### src/rtl/czreg_dp_if.sv
// Port bundle of the dual-read scratchpad register file.
// master drives requests, slave is the register file.
interface czreg_dp_if #(
  parameter int DW = 8,
  parameter int AW = 8
);
  logic          xCLR_P;
  logic          xBUSY_P;
  logic [AW-1:0] xREGWA_P;
  logic          xREGWE_P;
  logic [DW-1:0] xREGDI_P;
  logic [AW-1:0] xREGRAA_P;
  logic          xREGREA_P;
  logic [DW-1:0] xREGDOA_P;
  logic [AW-1:0] xREGRAB_P;
  logic          xREGREB_P;
  logic [DW-1:0] xREGDOB_P;

  modport master (
    output xCLR_P, xREGWA_P, xREGWE_P, xREGDI_P,
    output xREGRAA_P, xREGREA_P, xREGRAB_P, xREGREB_P,
    input  xBUSY_P, xREGDOA_P, xREGDOB_P
  );

  modport slave (
    input  xCLR_P, xREGWA_P, xREGWE_P, xREGDI_P,
    input  xREGRAA_P, xREGREA_P, xREGRAB_P, xREGREB_P,
    output xBUSY_P, xREGDOA_P, xREGDOB_P
  );
endinterface

### src/rtl/czreg_dp.sv
// Scratchpad register file: one write port, two registered read ports,
// optional write-to-read bypass and a hardware clear sweep.
module czreg_dp #(
  parameter int DW         = 8,
  parameter int AW         = 8,
  parameter int BYPASS     = 1,
  parameter int CLR_ON_RST = 1
) (
  input logic       CLK,
  input logic       RST_N,
  czreg_dp_if.slave bus
);

  typedef enum logic {IDLE, CLEAR} state_t;

  state_t        state;
  state_t        stateNxt;
  logic          busy;
  logic [AW-1:0] clrCnt;
  logic [DW-1:0] ram [2**AW];
  logic          hitA;
  logic          hitB;
  logic [DW-1:0] rdA;
  logic [DW-1:0] rdB;
  logic [DW-1:0] doA;
  logic [DW-1:0] doB;

  always_ff @(posedge CLK or negedge RST_N) begin
    if (!RST_N) state <= (CLR_ON_RST != 0) ? CLEAR : IDLE;
    else        state <= stateNxt;
  end

  always_comb begin
    stateNxt = state;
    unique case (state)
      IDLE:  if (bus.xCLR_P) stateNxt = CLEAR;
      CLEAR: if (&clrCnt)    stateNxt = IDLE;
    endcase
  end

  always_comb begin
    busy = (state == CLEAR);
  end

  assign bus.xBUSY_P = busy;

  // Held at zero while idle so every sweep starts at entry 0.
  always_ff @(posedge CLK or negedge RST_N) begin
    if (!RST_N)             clrCnt <= '0;
    else if (state == IDLE) clrCnt <= '0;
    else                    clrCnt <= clrCnt + 1'b1;
  end

  always_ff @(posedge CLK) begin
    if (busy)              ram[clrCnt]       <= '0;
    else if (bus.xREGWE_P) ram[bus.xREGWA_P] <= bus.xREGDI_P;
  end

  assign hitA = (BYPASS != 0) && bus.xREGWE_P &&
                (bus.xREGWA_P == bus.xREGRAA_P);
  assign hitB = (BYPASS != 0) && bus.xREGWE_P &&
                (bus.xREGWA_P == bus.xREGRAB_P);
  assign rdA  = hitA ? bus.xREGDI_P : ram[bus.xREGRAA_P];
  assign rdB  = hitB ? bus.xREGDI_P : ram[bus.xREGRAB_P];

  always_ff @(posedge CLK or negedge RST_N) begin
    if (!RST_N)             doA <= '0;
    else if (bus.xREGREA_P) doA <= busy ? '0 : rdA;
  end

  always_ff @(posedge CLK or negedge RST_N) begin
    if (!RST_N)             doB <= '0;
    else if (bus.xREGREB_P) doB <= busy ? '0 : rdB;
  end

  assign bus.xREGDOA_P = doA;
  assign bus.xREGDOB_P = doB;

endmodule

### src/flat_wrapper.sv
// flat-port wrapper written by rule: the top's interface ports become plain ports
module czreg_dp_flat 
#(
  parameter int DW         = 8,
  parameter int AW         = 8,
  parameter int BYPASS     = 1,
  parameter int CLR_ON_RST = 1
)
  (CLK, RST_N, bus_xCLR_P, bus_xREGWA_P, bus_xREGWE_P, bus_xREGDI_P, bus_xREGRAA_P, bus_xREGREA_P, bus_xREGRAB_P, bus_xREGREB_P, bus_xBUSY_P, bus_xREGDOA_P, bus_xREGDOB_P);
  czreg_dp_if #(.DW(DW), .AW(AW)) bus_i ();
  input logic CLK;
  input logic RST_N;
  input wire logic [$bits(bus_i.xCLR_P)-1:0] bus_xCLR_P;
  input wire logic [$bits(bus_i.xREGWA_P)-1:0] bus_xREGWA_P;
  input wire logic [$bits(bus_i.xREGWE_P)-1:0] bus_xREGWE_P;
  input wire logic [$bits(bus_i.xREGDI_P)-1:0] bus_xREGDI_P;
  input wire logic [$bits(bus_i.xREGRAA_P)-1:0] bus_xREGRAA_P;
  input wire logic [$bits(bus_i.xREGREA_P)-1:0] bus_xREGREA_P;
  input wire logic [$bits(bus_i.xREGRAB_P)-1:0] bus_xREGRAB_P;
  input wire logic [$bits(bus_i.xREGREB_P)-1:0] bus_xREGREB_P;
  output wire logic [$bits(bus_i.xBUSY_P)-1:0] bus_xBUSY_P;
  output wire logic [$bits(bus_i.xREGDOA_P)-1:0] bus_xREGDOA_P;
  output wire logic [$bits(bus_i.xREGDOB_P)-1:0] bus_xREGDOB_P;
  assign bus_i.xCLR_P = bus_xCLR_P;
  assign bus_i.xREGWA_P = bus_xREGWA_P;
  assign bus_i.xREGWE_P = bus_xREGWE_P;
  assign bus_i.xREGDI_P = bus_xREGDI_P;
  assign bus_i.xREGRAA_P = bus_xREGRAA_P;
  assign bus_i.xREGREA_P = bus_xREGREA_P;
  assign bus_i.xREGRAB_P = bus_xREGRAB_P;
  assign bus_i.xREGREB_P = bus_xREGREB_P;
  assign bus_xBUSY_P = bus_i.xBUSY_P;
  assign bus_xREGDOA_P = bus_i.xREGDOA_P;
  assign bus_xREGDOB_P = bus_i.xREGDOB_P;
  czreg_dp #(.DW(DW), .AW(AW), .BYPASS(BYPASS), .CLR_ON_RST(CLR_ON_RST)) u_core (.CLK(CLK), .RST_N(RST_N), .bus(bus_i));
endmodule
### config.mk
export PLATFORM = sky130hd
export DESIGN_NAME = czreg_dp_flat
export DESIGN_NICKNAME = d
export VERILOG_FILES = /design/src/rtl/czreg_dp_if.sv /design/src/rtl/czreg_dp.sv /design/src/flat_wrapper.sv
export SDC_FILE = /design/constraint.sdc
export NUM_CORES = 2
export LEC_CHECK = 0
export CAP_MARGIN = 10
export CORE_MARGIN = 2
export CORE_UTILIZATION = 60
export DETAILED_ROUTE_END_ITERATION = 6
export PLACE_DENSITY = 0.76
export SYNTH_ARGS = -nofsm -noshare
export SYNTH_HDL_FRONTEND = slang
export SYNTH_SLANG_ARGS = --single-unit
### constraint.sdc
create_clock -name CLK -period 6 [get_ports CLK]
set_input_delay 1.5 -clock CLK [delete_from_list [all_inputs] [get_ports CLK]]
set_output_delay 1.5 -clock CLK [all_outputs]
set_load 0.005 [all_outputs]
=== Word-level counts from Yosys, hierarchy flattened ===
Memory sizes are Yosys's and may differ from the RTL's.
Cells that the tools add are included.
W data, S select, Z words.

* Register bits after elaboration: 25
* Memory bits (writable): 2048
* Bits of input ports: 38
* Output and inout bits: 17
* Logic and storage cells: 29
* Memories: 1

{| class="wikitable"
|+ Memory list
! name !! words !! width !! read ports !! clocked after Yosys merged registers in !! wr ports !! line !! RTL
|-
| u_core.ram || 256 || 8 || 2 || 0 || 1 || czreg_dp.sv:20 || <nowiki>logic [DW-1:0] ram [2**AW];</nowiki>
|}

* Add/sub/neg operators: 1
* Eq/ne operators: 2
* Mux-type cells: 16
* Bitwise operators: 1
* Reductions and logical operators: 4

{| class="wikitable"
|+ Operator list
! kind !! count
|-
| $mux W8 || 7
|-
| $eq A8 B8 Y1 || 2
|-
| $add A8 B1 Y8 const B || 1
|-
| $mux W1 || 8
|-
| $reduce_and A8 Y1 || 1
|-
| $reduce_or A8 Y1 || 1
|-
| $logic_and A1 B1 Y1 || 2
|-
| $pmux W1 S2 || 1
|-
| $not A1 Y1 || 1
|}

=== Logic depth before layout (Yosys ltp) ===
* Depth in word-level cells: 5
* Depth in mapped cells: 13
* Depth with buffers taken out: 7

=== Worst setup path before layout ===
No wires, ideal clock.

* Kind: input -> register
* Start point: input port bus_xREGWE_P
* End point: memory u_core.ram[0][0], data pin
* Setup time: 0.870 ns
* Arrival time: 5.338 ns
* Required time: 5.130 ns
* Setup slack: -0.208 ns
* Stages: 4
* Path buffers: 2
* Path through: nor2b_1 > clkbuf_1 > clkbuf_1 > and2_1

* Longest elaborated chain between the ends: 5

{| class="wikitable"
|+ RTL lines
! what !! line !! RTL
|-
| from (decl) || flat_wrapper.sv:15 || <nowiki>input wire logic [$bits(bus_i.xREGWE_P)-1:0] bus_xREGWE_P;</nowiki>
|-
| $mux W1 || czreg_dp.sv:56 || <nowiki>else if (bus.xREGWE_P) ram[bus.xREGWA_P] <= bus.xREGDI_P;</nowiki>
|-
| $mux W1 || czreg_dp.sv:55 || <nowiki>if (busy) ram[clrCnt] <= '0;</nowiki>
|-
| $mux W1 (not written as such) || czreg_dp.sv:56 ||
|-
| $reduce_or A8 Y1 (no line) || - ||
|-
| $mux W8 (no line) || - ||
|-
| to (decl) || czreg_dp.sv:20 ||
|}

No other way between the ends.

=== Final worst setup path ===
* Start point: input port bus_xREGWE_P
* End point: memory u_core.ram[176][3] (enable)

* Longest elaborated chain between the ends: 5
* Elaborated cells between the ends (all ways): 6
* Classes of those cells: 5 x mux; 1 x reduce/logical

{| class="wikitable"
|+ RTL lines
! what !! line
|-
| $mux W1 (*) || czreg_dp.sv:56
|-
| $mux W1 (*) || czreg_dp.sv:55
|-
| $mux W1 (not written as such) (*) || czreg_dp.sv:56
|-
| $reduce_or A8 Y1 (no line) || -
|-
| $mux W8 (no line) / $mux W1 (equally long branches) || -
|}

Mark *: on every way between the ends. The rest lies on a longest branch, timed or not.

==> qor.txt <==
clk sinks - 2073
Die W - 405.8 um
Worst-Margin Slew - 1359 ps
Hold WC Path Type - register to register
final hold vios - 0
Setup TNS - 0 ps
CP Cell Sequence - clkdlybuf4s50_1 -> nand2_1 -> o31ai_1 -> nand3_2 -> nor2_1
max_slew headroom - 8.434%
first-pass GRT wire length - 413.2 mm
cts bufs inserted - 204
DIE AREA - 164700 um2
GRT Residual Overflow - 0
vias per cell - 7.626
# nets final - 5284
H-Tree Depth - 4
Max FO, Critical Path - 11
CP delay by family, top - simple AND/OR/NAND/NOR gates
Required @ worst endpoint - 6470 ps
design area - 108500 um2
Area Overhead vs Synth - 12.00%
#FFs+latches synth - 2073
clk slew on worst S/H paths - 60 ps
R2R setup slack - 1400 ps
WHS - 546.4 ps
Final ANT Viol Nets - 0
multi-input logic area - 32770 um2
initial antenna violation count - 5
Mapped Avg Cell Area - 19.47 um2
postcts setup bufs - 0
number of global-route vias before repair - 56.43k
Slew Limit Fails - 0
Starting Density - 60.40%
CP Launch Type - primary input
Peak VDD IR - 336.5 uV
FP Rows - 147
die height - 405.8 um
Cell Count, Final, Fillers Out - 7577
DR DRC count - 6
Synth Instances - 4975
WP data arrival - 5560 ps
worst clock skew - 23.42 ps
crit-path max cell delay - 1140 ps
Top-Level Pins - 55
IO buf count - 54
Initial DRC Count - 10.41k
share of cells above drive strength 1 - 33.40%
clock latency on the worst-skew pair - 860 ps
Final setup viols - 0
Post-DP HPWL - 191.5 mm
leakage - 0.03578 uW
r2r worst-path depth - 5
Util after Layout - 67.65%
syn_nets - 5014
critical path startpoint - bus_xREGWE_P
fin crit period - 5082 ps
CTS tree - built
largest net degree at the start of global routing - 152
Worst R2R Start - u_core.bus.xBUSY_P
path length in cells of the critical path - 5
pwr/cell area - 298.0 nW/um2
DR vias - 57.78k
gpl congestion - 0.9920
WL final - 292.5 mm
RSZ-0062 raised after global routing - false
GRT Util Overall - 35.94%
r2r endpoint - u_core.ram[176][3]
post-synth cell types - 59
CTS Root Cell - clkbuf_16
outcome - finished with violations
Hold-fix buffers, CTS - 0
Filler cells - 10.09k
Async S/R FF share, synth - 1.206%
Final period util - 84.70%
Max Fclk - 196.8 MHz
drt first pass iters - 7
CP Capture Type - register
Max clock buf depth - 3
failing checks - DRC
DP Cell Count - 7198
Post-CTS Resized - 0
Reg area - 62130 um2
Max-Cap Viols - 0
Post-synth EDFFs - 2048
netlist area before placement - 96870 um2
crit path capture - u_core.ram[176][3]
drt wl/cell - 38.61 um
Placement Cell Area - 101900 um2
critical path type - primary input to register
ys flop type - edfxtp_1
sequential cell area fraction in the yosys report - 64.14%
synth warn - 0
core box area - 160400 um2
CP bufs+invs - 1
crit path max-delay cell type - nand3_2
## routing by layer
metal	track usage, %	share of wire [%]	vias up
met5	0	0.019	-
met4	16.15	5.5	8
met3	10.71	15	812
met2	53.57	46	5071
met1	49.83	34	29820
li1	-	-	22070
## registers in the layout, summed over array words and instances (netlist names)
signal,flops
u_core.bus.xBUSY_P,1
u_core.bus.xREGDOA_P,8
u_core.bus.xREGDOB_P,8
u_core.clrCnt,8
u_core.ram,2048
## cell usage in the layout (no fill, tap or decap), types with 45 or more instances in the layout
| master | synthesis | final |
|---|---|---|
| nand3_1 | 57 | 50 |
| buf_4 | 46 | 351 |
| edfxtp_1 | 2048 | 2048 |
| clkbuf_16 | 0 | 205 |
| nor2_1 | 286 | 286 |
| buf_12 | 2 | 57 |
| mux2i_1 | 165 | 165 |
| mux4_2 | 1030 | 1030 |
| o22ai_1 | 149 | 149 |
| a211oi_1 | 89 | 89 |
| nor2b_1 | 54 | 52 |
| clkinv_1 | 0 | 57 |
| nand2_1 | 81 | 81 |
| a22oi_1 | 99 | 99 |
| nor4_1 | 46 | 45 |
| a21oi_1 | 51 | 51 |
## worst min path at each step
stage / from / end / slack, ps / cells past startpoint
final: u_core.clrCnt[0] / u_core.clrCnt[0] / 550 / 1
after global routing: u_core.clrCnt[0] / u_core.clrCnt[0] / 580 / 1
after CTS: u_core.clrCnt[0] / u_core.clrCnt[0] / 530 / 1
after detailed placement: u_core.clrCnt[0] / u_core.clrCnt[0] / 520 / 1
after global placement: u_core.clrCnt[0] / u_core.clrCnt[0] / 520 / 1
after floorplan: u_core.clrCnt[0] / u_core.clrCnt[0] / 480 / 1
## layout make-up
| cell class | count | area share, % |
|---|---|---|
| multi-input cells | 2499 | 30.20 |
| clock inverters | 135 | 1.190 |
| diodes | 4 | 0.009226 |
| clock buffers | 239 | 4.846 |
| inverters | 5 | 0.01845 |
| well taps | 2160 | 2.491 |
| repair buffers | 462 | 3.983 |
| flip-flops and latches | 2073 | 57.26 |
## logic make-up (layout without fill, tap and decap cells)
logic type               after synthesis  in the layout  synth area share, %
flip-flops                          2073           2073                64.14
AND/OR/NAND/NOR                      700            700                3.503
buffers and inverters                403            841                2.109
AO/OA/AOI/OAI                        538            538                3.888
adder cells (fa/ha/maj)                1              1              0.01291
XOR/XNOR                              22             22               0.1989
other                                  0              4                    0
multiplexers                        1238           1238                26.15
## cell usage after synthesis, types with 15 or more instances
master | count | area, um2
dfrtp_1 | 24 | 600.6
nor3_1 | 39 | 195.2
nor2b_1 | 54 | 337.8
a22oi_1 | 99 | 743.2
nor4_1 | 46 | 287.8
and2_1 | 49 | 306.5
buf_1 | 51 | 191.4
a21oi_1 | 51 | 255.2
nand2_1 | 81 | 304.0
edfxtp_1 | 2048 | 61500
clkbuf_1 | 159 | 596.8
buf_6 | 24 | 270.3
buf_4 | 46 | 345.3
mux4_2 | 1030 | 23200
o221ai_1 | 39 | 341.6
o22ai_1 | 149 | 932.1
mux2_2 | 43 | 484.2
nand2b_1 | 17 | 106.4
buf_2 | 116 | 580.6
nand3_1 | 57 | 285.3
mux2i_1 | 165 | 1652
a211oi_1 | 89 | 668.1
nor2_1 | 286 | 1074
nand4_1 | 15 | 93.84
o21ai_0 | 27 | 135.1
## metrics by stage
stage,setup WS (ps),total power [uW]
2_1_floorplan,1617,18290
3_3_place_gp,474.2,19700
3_5_place_dp,339.0,19750
4_1_cts,1165,32230
5_1_grt,776.4,32930
6_report,917.9,32330
## where the power goes
| part | internal [uW] | switching (uW) | total, uW |
|---|---|---|---|
| sequential | 16000 | 134 | 16100 |
| combinational | 1270 | 2220 | 3490 |
| clock | 7170 | 5580 | 12700 |
| total | 24400 | 7940 | 32300 |
(Power assumes the default switching activity.)
